### src/rtl/uart_pkg.sv
// Shared definitions for the UART transmit feeder: state encoding,
// default word width and small width helpers used by the feeder and its FIFO.
package uart_pkg;

    // Default word width, matching the UART_Tx frame size.
    localparam int DEFAULT_DATA_W = 32;

    // Feeder FSM state encoding.
    localparam logic [1:0] ST_IDLE      = 2'd0;
    localparam logic [1:0] ST_SEND      = 2'd1;
    localparam logic [1:0] ST_WAIT_DONE = 2'd2;
    localparam logic [1:0] ST_CHECK     = 2'd3;

    typedef enum logic [1:0] {
        IDLE      = ST_IDLE,
        SEND      = ST_SEND,
        WAIT_DONE = ST_WAIT_DONE,
        CHECK     = ST_CHECK
    } feeder_state_e;

    // Occupancy counter width: must represent 0..depth inclusive.
    function automatic int count_width(input int depth);
        return $clog2(depth) + 1;
    endfunction

    // Retry counter width; a zero retry budget still needs one bit of storage.
    function automatic int retry_width(input int max_retry);
        return (max_retry > 0) ? $clog2(max_retry + 1) : 1;
    endfunction

endpackage

### src/rtl/uart_sync_fifo.sv
// Synchronous show-ahead FIFO. The head word is always visible on RdData;
// RdEn consumes it. Writes while full and reads while empty are ignored,
// so the occupancy counter can never wrap.
module uart_sync_fifo
    import uart_pkg::*;
#(
    parameter  int DATA_W = DEFAULT_DATA_W,
    parameter  int DEPTH  = 4,
    localparam int PTR_W  = $clog2(DEPTH),
    localparam int CNT_W  = count_width(DEPTH)
) (
    input  logic              clk,
    input  logic              rst,
    input  logic              WrEn,
    input  logic [DATA_W-1:0] WrData,
    input  logic              RdEn,
    output logic [DATA_W-1:0] RdData,
    output logic              Full,
    output logic              Empty,
    output logic [CNT_W-1:0]  Count
);

    logic [DATA_W-1:0] mem_q [DEPTH];
    logic [PTR_W-1:0]  wr_ptr_q, wr_ptr_d;
    logic [PTR_W-1:0]  rd_ptr_q, rd_ptr_d;
    logic [CNT_W-1:0]  count_q, count_d;
    logic              wr_fire;
    logic              rd_fire;

    // Status flags come straight from the registered occupancy count.
    assign Full   = (count_q == CNT_W'(DEPTH));
    assign Empty  = (count_q == '0);
    assign Count  = count_q;
    assign RdData = mem_q[rd_ptr_q];

    // Full/Empty are the pre-edge values, so a pop never frees room for a same-cycle write.
    assign wr_fire = WrEn && !Full;
    assign rd_fire = RdEn && !Empty;

    // Next pointer and occupancy values; pointers wrap naturally because DEPTH is a power of two.
    always_comb begin
        wr_ptr_d = wr_ptr_q;
        rd_ptr_d = rd_ptr_q;
        count_d  = count_q;
        if (wr_fire) begin
            wr_ptr_d = wr_ptr_q + PTR_W'(1);
        end
        if (rd_fire) begin
            rd_ptr_d = rd_ptr_q + PTR_W'(1);
        end
        case ({wr_fire, rd_fire})
            2'b10:   count_d = count_q + CNT_W'(1);
            2'b01:   count_d = count_q - CNT_W'(1);
            default: count_d = count_q;
        endcase
    end

    // Pointer and occupancy registers; reset empties the queue.
    always_ff @(posedge clk or posedge rst) begin
        if (rst) begin
            wr_ptr_q <= '0;
            rd_ptr_q <= '0;
            count_q  <= '0;
        end else begin
            wr_ptr_q <= wr_ptr_d;
            rd_ptr_q <= rd_ptr_d;
            count_q  <= count_d;
        end
    end

    // Storage array; contents are meaningless while Empty so it needs no reset.
    always_ff @(posedge clk) begin
        if (wr_fire) begin
            mem_q[wr_ptr_q] <= WrData;
        end
    end

endmodule

### src/rtl/uart_tx_feeder.sv
// Buffered word source for UART_Tx. Host words queue in a small FIFO; each
// word is presented on DataIn with a one-cycle NewData strobe, the feeder
// waits for a fresh DoneTx rising edge, then checks the receiver parity flag
// and resends the same word up to MAX_RETRY times before dropping it.
module uart_tx_feeder
    import uart_pkg::*;
#(
    parameter  int DATA_W    = DEFAULT_DATA_W,
    parameter  int DEPTH     = 4,
    parameter  int MAX_RETRY = 3,
    localparam int CNT_W     = count_width(DEPTH)
) (
    input  logic              CLK_Baudin,
    input  logic              RstTx,
    input  logic              WrEn,
    input  logic [DATA_W-1:0] WrData,
    output logic              Full,
    output logic              Empty,
    output logic [CNT_W-1:0]  Count,
    output logic              WrOvf,
    output logic [DATA_W-1:0] DataIn,
    output logic              NewData,
    input  logic              DoneTx,
    input  logic              Flag_in,
    output logic              Busy,
    output logic              DropPulse
);

    localparam int                 RETRY_W     = retry_width(MAX_RETRY);
    localparam logic [RETRY_W-1:0] RETRY_LIMIT = RETRY_W'(MAX_RETRY);

    feeder_state_e     state_q, state_d;
    logic [DATA_W-1:0] data_in_q, data_in_d;
    logic [RETRY_W-1:0] retry_q, retry_d;
    logic              new_data_q, new_data_d;
    logic              busy_q, busy_d;
    logic              drop_q, drop_d;
    logic              wr_ovf_q, wr_ovf_d;
    logic              done_prev_q;
    logic              done_rise;
    logic              fifo_rd_en;
    logic [DATA_W-1:0] fifo_head;
    logic              fifo_full;
    logic              fifo_empty;

    uart_sync_fifo #(
        .DATA_W (DATA_W),
        .DEPTH  (DEPTH)
    ) u_fifo (
        .clk    (CLK_Baudin),
        .rst    (RstTx),
        .WrEn   (WrEn),
        .WrData (WrData),
        .RdEn   (fifo_rd_en),
        .RdData (fifo_head),
        .Full   (fifo_full),
        .Empty  (fifo_empty),
        .Count  (Count)
    );

    // Only IDLE consumes from the queue; the head word is latched into DataIn on that edge.
    assign fifo_rd_en = (state_q == IDLE) && !fifo_empty;

    // A frame completes only on a fresh 0->1 transition, never on a level left high earlier.
    assign done_rise = DoneTx && !done_prev_q;

    // Next-state, retry bookkeeping and the registered output values.
    always_comb begin
        state_d   = state_q;
        data_in_d = data_in_q;
        retry_d   = retry_q;
        drop_d    = 1'b0;
        case (state_q)
            IDLE: begin
                if (!fifo_empty) begin
                    data_in_d = fifo_head;
                    retry_d   = '0;
                    state_d   = SEND;
                end
            end
            SEND: begin
                state_d = WAIT_DONE;
            end
            WAIT_DONE: begin
                if (done_rise) begin
                    state_d = CHECK;
                end
            end
            CHECK: begin
                if (!Flag_in) begin
                    state_d = IDLE;
                end else if (retry_q < RETRY_LIMIT) begin
                    retry_d = retry_q + RETRY_W'(1);
                    state_d = SEND;
                end else begin
                    drop_d  = 1'b1;
                    state_d = IDLE;
                end
            end
            default: begin
                state_d = IDLE;
            end
        endcase
        new_data_d = (state_d == SEND);
        busy_d     = (state_d != IDLE);
        wr_ovf_d   = WrEn && fifo_full;
    end

    // Single state register with all outputs registered alongside it.
    always_ff @(posedge CLK_Baudin or posedge RstTx) begin
        if (RstTx) begin
            state_q     <= IDLE;
            data_in_q   <= '0;
            retry_q     <= '0;
            new_data_q  <= 1'b0;
            busy_q      <= 1'b0;
            drop_q      <= 1'b0;
            wr_ovf_q    <= 1'b0;
            done_prev_q <= 1'b0;
        end else begin
            state_q     <= state_d;
            data_in_q   <= data_in_d;
            retry_q     <= retry_d;
            new_data_q  <= new_data_d;
            busy_q      <= busy_d;
            drop_q      <= drop_d;
            wr_ovf_q    <= wr_ovf_d;
            done_prev_q <= DoneTx;
        end
    end

    assign Full      = fifo_full;
    assign Empty     = fifo_empty;
    assign WrOvf     = wr_ovf_q;
    assign DataIn    = data_in_q;
    assign NewData   = new_data_q;
    assign Busy      = busy_q;
    assign DropPulse = drop_q;

endmodule

### config.mk
export PLATFORM = sky130hd
export DESIGN_NAME = uart_tx_feeder
export DESIGN_NICKNAME = d
export VERILOG_FILES = /design/src/rtl/uart_pkg.sv /design/src/rtl/uart_sync_fifo.sv /design/src/rtl/uart_tx_feeder.sv
export SDC_FILE = /design/constraint.sdc
export NUM_CORES = 1
export LEC_CHECK = 0
export BUFFER_PORTS_ARGS = -buffer_cell sky130_fd_sc_hd__buf_2
export CAP_MARGIN = 20
export CORE_MARGIN = 8
export CORE_UTILIZATION = 45
export DETAILED_ROUTE_END_ITERATION = 8
export PLACE_DENSITY = 0.74
export SYNTH_ARGS = -nofsm -noshare
export SYNTH_HDL_FRONTEND = slang
export SYNTH_SLANG_ARGS = --single-unit
### constraint.sdc
create_clock -name CLK_Baudin -period 3.5 [get_ports CLK_Baudin]
set_input_delay 0.7 -clock CLK_Baudin [delete_from_list [all_inputs] [get_ports CLK_Baudin]]
set_output_delay 0.7 -clock CLK_Baudin [all_outputs]
set_load 0.005 [all_outputs]
# Word level (Yosys, flattened, before mapping)
# Memories as Yosys holds them, arrays and structs flattened. A register that Yosys moved wholly into a read port is not among the register bits.
# Index checks and enable logic that the tools add are counted.
[word_totals]
ff_bits = 16
ram_bits = 128
out_inout_bits = 41
input_bits = 37
wordCells = 58
n_memories = 1
[mem_list]
columns = ["memory", "words", "word_bits", "rd", "rd_clocked_by_memory_dff", "wr", "line_no", "rtl"]
rows = [
  ["u_fifo.mem_q", 4, 32, 1, 1, 1, "uart_sync_fifo.sv:23", "logic [DATA_W-1:0] mem_q [DEPTH];"],
]
[op_classes]
magnitude_cmp = 1
n_reduce_logical = 15
addsub = 5
n_eq_ne = 10
n_bitwise = 1
muxes = 15
[ops]
columns = ["operator", "count"]
rows = [
  ["2-to-1 mux 2 bit", 5],
  ["one-hot mux 2 bit (4 select lines)", 1],
  ["2-to-1 mux 1 bit", 7],
  ["adder 2 x 1 -> 2 bit, second input constant", 3],
  ["equality test 2 x 1 -> 1 bit, second input constant", 3],
  ["equality test 2 bit, second input constant", 3],
  ["inequality test 2 bit, second input constant", 3],
  ["one-hot mux 3 bit (2 select lines)", 1],
  ["nonzero test 2 bit", 3],
  ["logical AND 1 bit", 5],
  ["one-hot mux 2 bit (2 select lines)", 1],
  ["AND reduction 4 bit", 1],
  ["adder 3 x 1 -> 3 bit, second input constant", 1],
  ["equality test 3 bit, second input constant", 1],
  ["logical NOT 1 bit", 3],
  ["logical NOT 3 bit", 1],
  ["subtractor 3 x 1 -> 3 bit, second input constant", 1],
  ["logical NOT 2 bit", 1],
  ["less-than comparator 2 bit, second input constant", 1],
  ["AND reduction 2 bit", 1],
  ["NOT 1 bit", 1],
]

# Logic depth before layout (Yosys ltp)
[logic_depth]
ltp_word = 6
depth_mapped = 11
ltp_nobuf = 10

# Modules after synthesis
# Synthesis repeated with hierarchy kept, for this count alone.
[unflattened]
cells_unflattened = 317
area_unflattened_um2 = 6890.4
[modules_own_cells]
columns = ["mod", "n_inst", "area_each_um2", "cells_each", "seq_area_each_um2"]
rows = [
  ["uart_sync_fifo", 1, 5094.9, 206, 4018.9],
  ["uart_tx_feeder", 1, 1795.5, 111, 1026.0],
]

# Least setup slack after synthesis
# No wires, ideal clock.
[synth_timing]
path_kind = "flip-flop to flip-flop"
from = "register state_q[0]"
to = "register u_fifo.count_q[2], in the netlist u_fifo.Count[2]"
arrival_time_ns = 2.122
n_path_buf = 2
setup_ns = 0.079
slack_ns = 1.299
period_less_slack_ns = 2.201
required_ns = 3.421
stages_incl_launch_ff = 12
path_cell_list = "dfrtp_1 -> inv_1 -> ha_1 -> nor2b_2 -> buf_6 -> buf_12 -> ha_1 -> inv_1 -> fa_1 -> xor2_1 -> nor2_1 -> xor2_1"
[synth_via]
elab_chain_len = 5
elab_cells_between_ends = 7
classes_between = "eq/ne: 2; mux: 1; reduce/logical: 4"
[synth_rtl]
columns = ["element", "line_no", "rtl"]
rows = [
  ["start: declaration", "uart_tx_feeder.sv:32", "feeder_state_e state_q, state_d;"],
  ["start signal: assignment", "uart_tx_feeder.sv:121", "state_q <= state_d;"],
  ["logical NOT 2 bit *", "uart_tx_feeder.sv:62", "assign fifo_rd_en = (state_q == IDLE) && !fifo_empty;"],
  ["logical AND 1 bit *", "uart_tx_feeder.sv:62", ""],
  ["via fifo_rd_en", "uart_tx_feeder.sv:41", "logic fifo_rd_en;"],
  ["logical AND 1 bit *", "uart_sync_fifo.sv:38", "assign rd_fire = RdEn && !Empty;"],
  ["equality test 2 x 1 -> 1 bit or equality test 2 bit (tied branches)", "uart_sync_fifo.sv:51", "case ({wr_fire, rd_fire})"],
  ["one-hot mux 3 bit (2 select lines) or nonzero test 2 bit (tied branches)", "-", ""],
  ["end signal: assignment", "uart_sync_fifo.sv:67", "count_q <= count_d;"],
  ["end: declaration", "uart_sync_fifo.sv:26", "logic [CNT_W-1:0] count_q, count_d;"],
]
# The timed path passes the listed nets; every way through them passes the cells marked *.
# A chain may end at the register's enable or synchronous reset.

# Worst setup path after layout
[layout_timing]
from = "register u_fifo.count_q[0], in the netlist u_fifo.Count[0]"
to = "memory u_fifo.mem_q[0][27] in the netlist's numbering, enable pin"
[layout_via]
elab_chain_len = 5
[layout_rtl]
columns = ["element", "line_no", "rtl"]
rows = [
  ["equality test 3 bit", "uart_sync_fifo.sv:31", "assign Full = (count_q == CNT_W'(DEPTH));"],
  ["logical NOT 1 bit", "uart_sync_fifo.sv:37", "assign wr_fire = WrEn && !Full;"],
  ["logical AND 1 bit", "uart_sync_fifo.sv:37", ""],
  ["2-to-1 mux 1 bit", "uart_sync_fifo.sv:73", "if (wr_fire) begin"],
  ["2-to-1 mux 1 bit (not written as such)", "uart_sync_fifo.sv:74", "mem_q[wr_ptr_q] <= WrData;"],
  ["end: declaration", "uart_sync_fifo.sv:23", ""],
]
# Every way passes these cells.

==> results.txt <==
result of the run -> completed
Setup crit end kind -> register
relative contribution of combinational cells to total power -> 0.287
maximum number of pins on one net before global-route repair -> 49
post-CTS clock slew at the launch and capture registers of the worst setup and hold paths -> 0.06 ns
I/O pin total -> 78
Clock H-tree levels -> 4
source of the worst register-to-register timing path -> u_fifo.Count[0]
met1 wire length -> 5370 um
flip-flop cell with the highest count after synthesis -> edfxtp_1
Final nets -> 447
Post CTS Setup Buffer Count -> 0
fraction of layout instances using a drive strength above 1 -> 0.427
unrepaired setup endpoints after global routing -> false
startpoint class of the critical path -> register
initial antenna violation count -> 0
antenna diode count -> 0
cell family with most CP delay -> simple AND/OR/NAND/NOR gates
Seq/Total Area, Yosys -> 0.738
launching element of the worst setup path -> u_fifo.Count[0]
biggest cell delay along the critical path -> 0.79 ns
WS Path Type -> register to register
CTS tree -> done
buffers from clock root to sink, at most -> 2
Resize count post-CTS -> 0
vias in the first global route -> 3465
met2 wire length -> 6000 um
sum of overflow across all layers after global routing -> 0
capture instance of the worst register-to-register path -> u_fifo.mem_q[0][27]
placed cell area -> 0.00735 sq mm
top routing layer in use -> met4
most numerous cell types in the synthesized netlist -> 128 x edfxtp_1, 48 x dfrtp_1, 28 x mux4_2
worst rel slew slack -> 0.405
cell depth of the worst setup path -> 4
post-synth cell types -> 33
area growth from synthesis to layout -> 16.2%
count of routing violations after the opening detailed-route iteration -> 239
starting density of the core -> 0.455
row count -> 45
count of hold buffers inserted by post-cts repair -> 0
first-pass GRT wire length -> 19700 um
Synth top area share -> 0.562
buffering stage count on the worst path with inverters included -> 0
number of maximum-capacitance violations -> 0
Post-Syn Instances -> 312
post-synth net total -> 360
Avg Vias per Cell -> 5.14
reg-to-reg slack, setup -> 1.33 ns
overall power after layout -> 7.10 mW
number of hold violations in the final report -> 0
worst clock skew on the final layout -> 0.00941 ns
gr usage total -> 0.135
end point of the critical path -> u_fifo.mem_q[0][27]
switching share of power -> 0.275
number of enable flip-flop cells after synthesis -> 128
total routed wirelength -> 12200 um
path category of the worst min-delay check -> primary input to asynchronous set/reset pin
series of cell instances along the critical path -> nor2_1 > and2_1 > nor2b_2 > and2_2
netlist area before placement -> 0.00684 sq mm
Tightest Pin Transition -> 0.892 ns
CTS Root Buffer Type -> clkbuf_16
power share of the sequential group -> 0.455
setup total negative slack -> 0 ns
share of the core filled with cells in the final layout -> 0.529
Area contributors post-synth -> edfxtp_1 56%, dfrtp_1 18%, mux4_2 9.2%
die area -> 0.0194 sq mm
fin area -> 0.00795 sq mm
Mean Syn Cell Area -> 21.9 sq um
final period demand of the worst path -> 2.17 ns
Horiz. Die Dim -> 139 um
total CTS buffers -> 17
count of endpoints failing setup in the final report -> 0
max-slew violation total from the final report -> 0
drc violations -> 0
Detail Route Antenna Nets -> 0
Clk pwr share -> 0.258
total power divided by cell area -> 894 mW/mm^2
slowest library cell on the worst path -> and2_2
Core Area -> 0.0150 sq mm
Num Clock Sinks -> 176
Crit path arrival time -> 2.22 ns
most used standard cell by instance count after synthesis -> edfxtp_1
Final Wtd Congestion -> 0.637
internal power summed over all cells -> 5.15 mW
maximum fanout along the worst path -> 32
number of register bits inferred by synthesis -> 176
fraction of the cycle the final worst path needs -> 0.620
Achievable Freq -> 460 MHz
Filler cells -> 1153
First-pass DRT Iterations -> 4
net switching power of the design -> 1.95 mW
height of the chip -> 139 um
Skew-Pair Late Insertion Delay -> 0.42 ns
I/O Buffers -> 77
Worst Path Required -> 3.55 ns
via total after detailed routing -> 3086
final routed wire length divided by cell count -> 20.3 um
Yosys warning total -> 0
leakage component of the power -> 3.03 nW
cell type with the highest aggregate area in the netlist -> edfxtp_1
Synth async-reset ratio -> 0.273
length of routed met3 wiring -> 554 um
VDD IR-drop max -> 0.474 mV
Worst Reg2Reg Path Length in Cells -> 4
detailed placer's ending HPWL -> 7460 um
## layout make-up
cell class                 instances  area (sq um)  share of cell area
inverter                          10          37.5             0.00472
clock inverter                     4          47.5             0.00598
sequential                       176          5050               0.635
tap                              188           235              0.0296
timing repair buffer              80           420              0.0529
clock buffer                      28           531              0.0667
multi-input combinational        114          1630               0.205
## flip-flops by register name, summed over array words and instances, names as in the netlist, 2 cells and up
register and count:
DataIn 32, retry_q 2, state_q 2, u_fifo.Count 3, u_fifo.mem_q 128, u_fifo.rd_ptr_q 2, u_fifo.wr_ptr_q 2
## per-layer routing
metal,vias up,track usage
li1,1401,-
met1,1594,0.165
met2,73,0.217
met3,18,0.0434
met4,0,0.0578
met5,-,0
## power groups by stage
stage          combinational [mW]  sequential [mW]  clock, mW
2_1_floorplan                1.71             3.11          0
3_3_place_gp                 2.04             3.23          0
3_5_place_dp                 2.07             3.27          0
4_1_cts                      2.09             3.25       1.86
5_1_grt                      2.23             3.30       1.95
6_report                     2.04             3.23       1.83
## worst min path at each step
stage / slack (ns) / depth (start not counted) / end / startpoint
2_1_floorplan: 0.49 / 2 / retry_q[1] / retry_q[1]
3_3_place_gp: 0.49 / 1 / DataIn[6] / DataIn[6]
3_5_place_dp: 0.49 / 1 / DataIn[13] / DataIn[13]
4_1_cts: 0.38 / 1 / done_prev_q / DoneTx
5_1_grt: 0.36 / 2 / Busy / RstTx
6_report: 0.32 / 2 / u_fifo.wr_ptr_q[1] / RstTx
## cell usage in the layout, fill, tap and decap left out, types with 2 or more instances in the layout
master,Yosys,routed
edfxtp_1,128,128
buf_2,3,77
dfrtp_1,48,46
mux4_2,28,28
mux2_4,27,27
clkbuf_16,0,20
ha_1,10,10
inv_1,10,9
clkbuf_1,1,8
mux2_2,6,6
and2_2,0,4
mux4_1,4,4
o21ai_0,3,3
xnor2_1,3,3
xor2_1,3,3
nand2b_1,2,2
a22o_1,2,2
a21oi_1,2,2
nor2_1,2,2
nand2_1,2,2
nor2b_1,2,2
and3_1,2,2
clkinv_2,0,2
buf_4,0,2
dfrtp_2,0,2
## cell families after synthesis
family                     Yosys count  synth area share
adders and majority gates           11            0.0212
AOI/OAI and AO/OA                   11            0.0106
xor gates and xnor gates             6           0.00769
muxes                               66             0.178
buffers and inverters               22            0.0252
and+or+nand+nor                     20            0.0194
DFF                                176             0.738
## stage by stage
stage | hold WS (ns) | worst slack, ns | std cells
finish | 0.320 | 1.33 | 600
global route | 0.358 | 1.16 | 600
CTS | 0.382 | 1.29 | 599
detailed placement | 0.491 | 1.23 | 567
global placement | 0.491 | 1.28 | 567
floorplan | 0.489 | 1.30 | 312
Power figures use the tool's default switching activity.
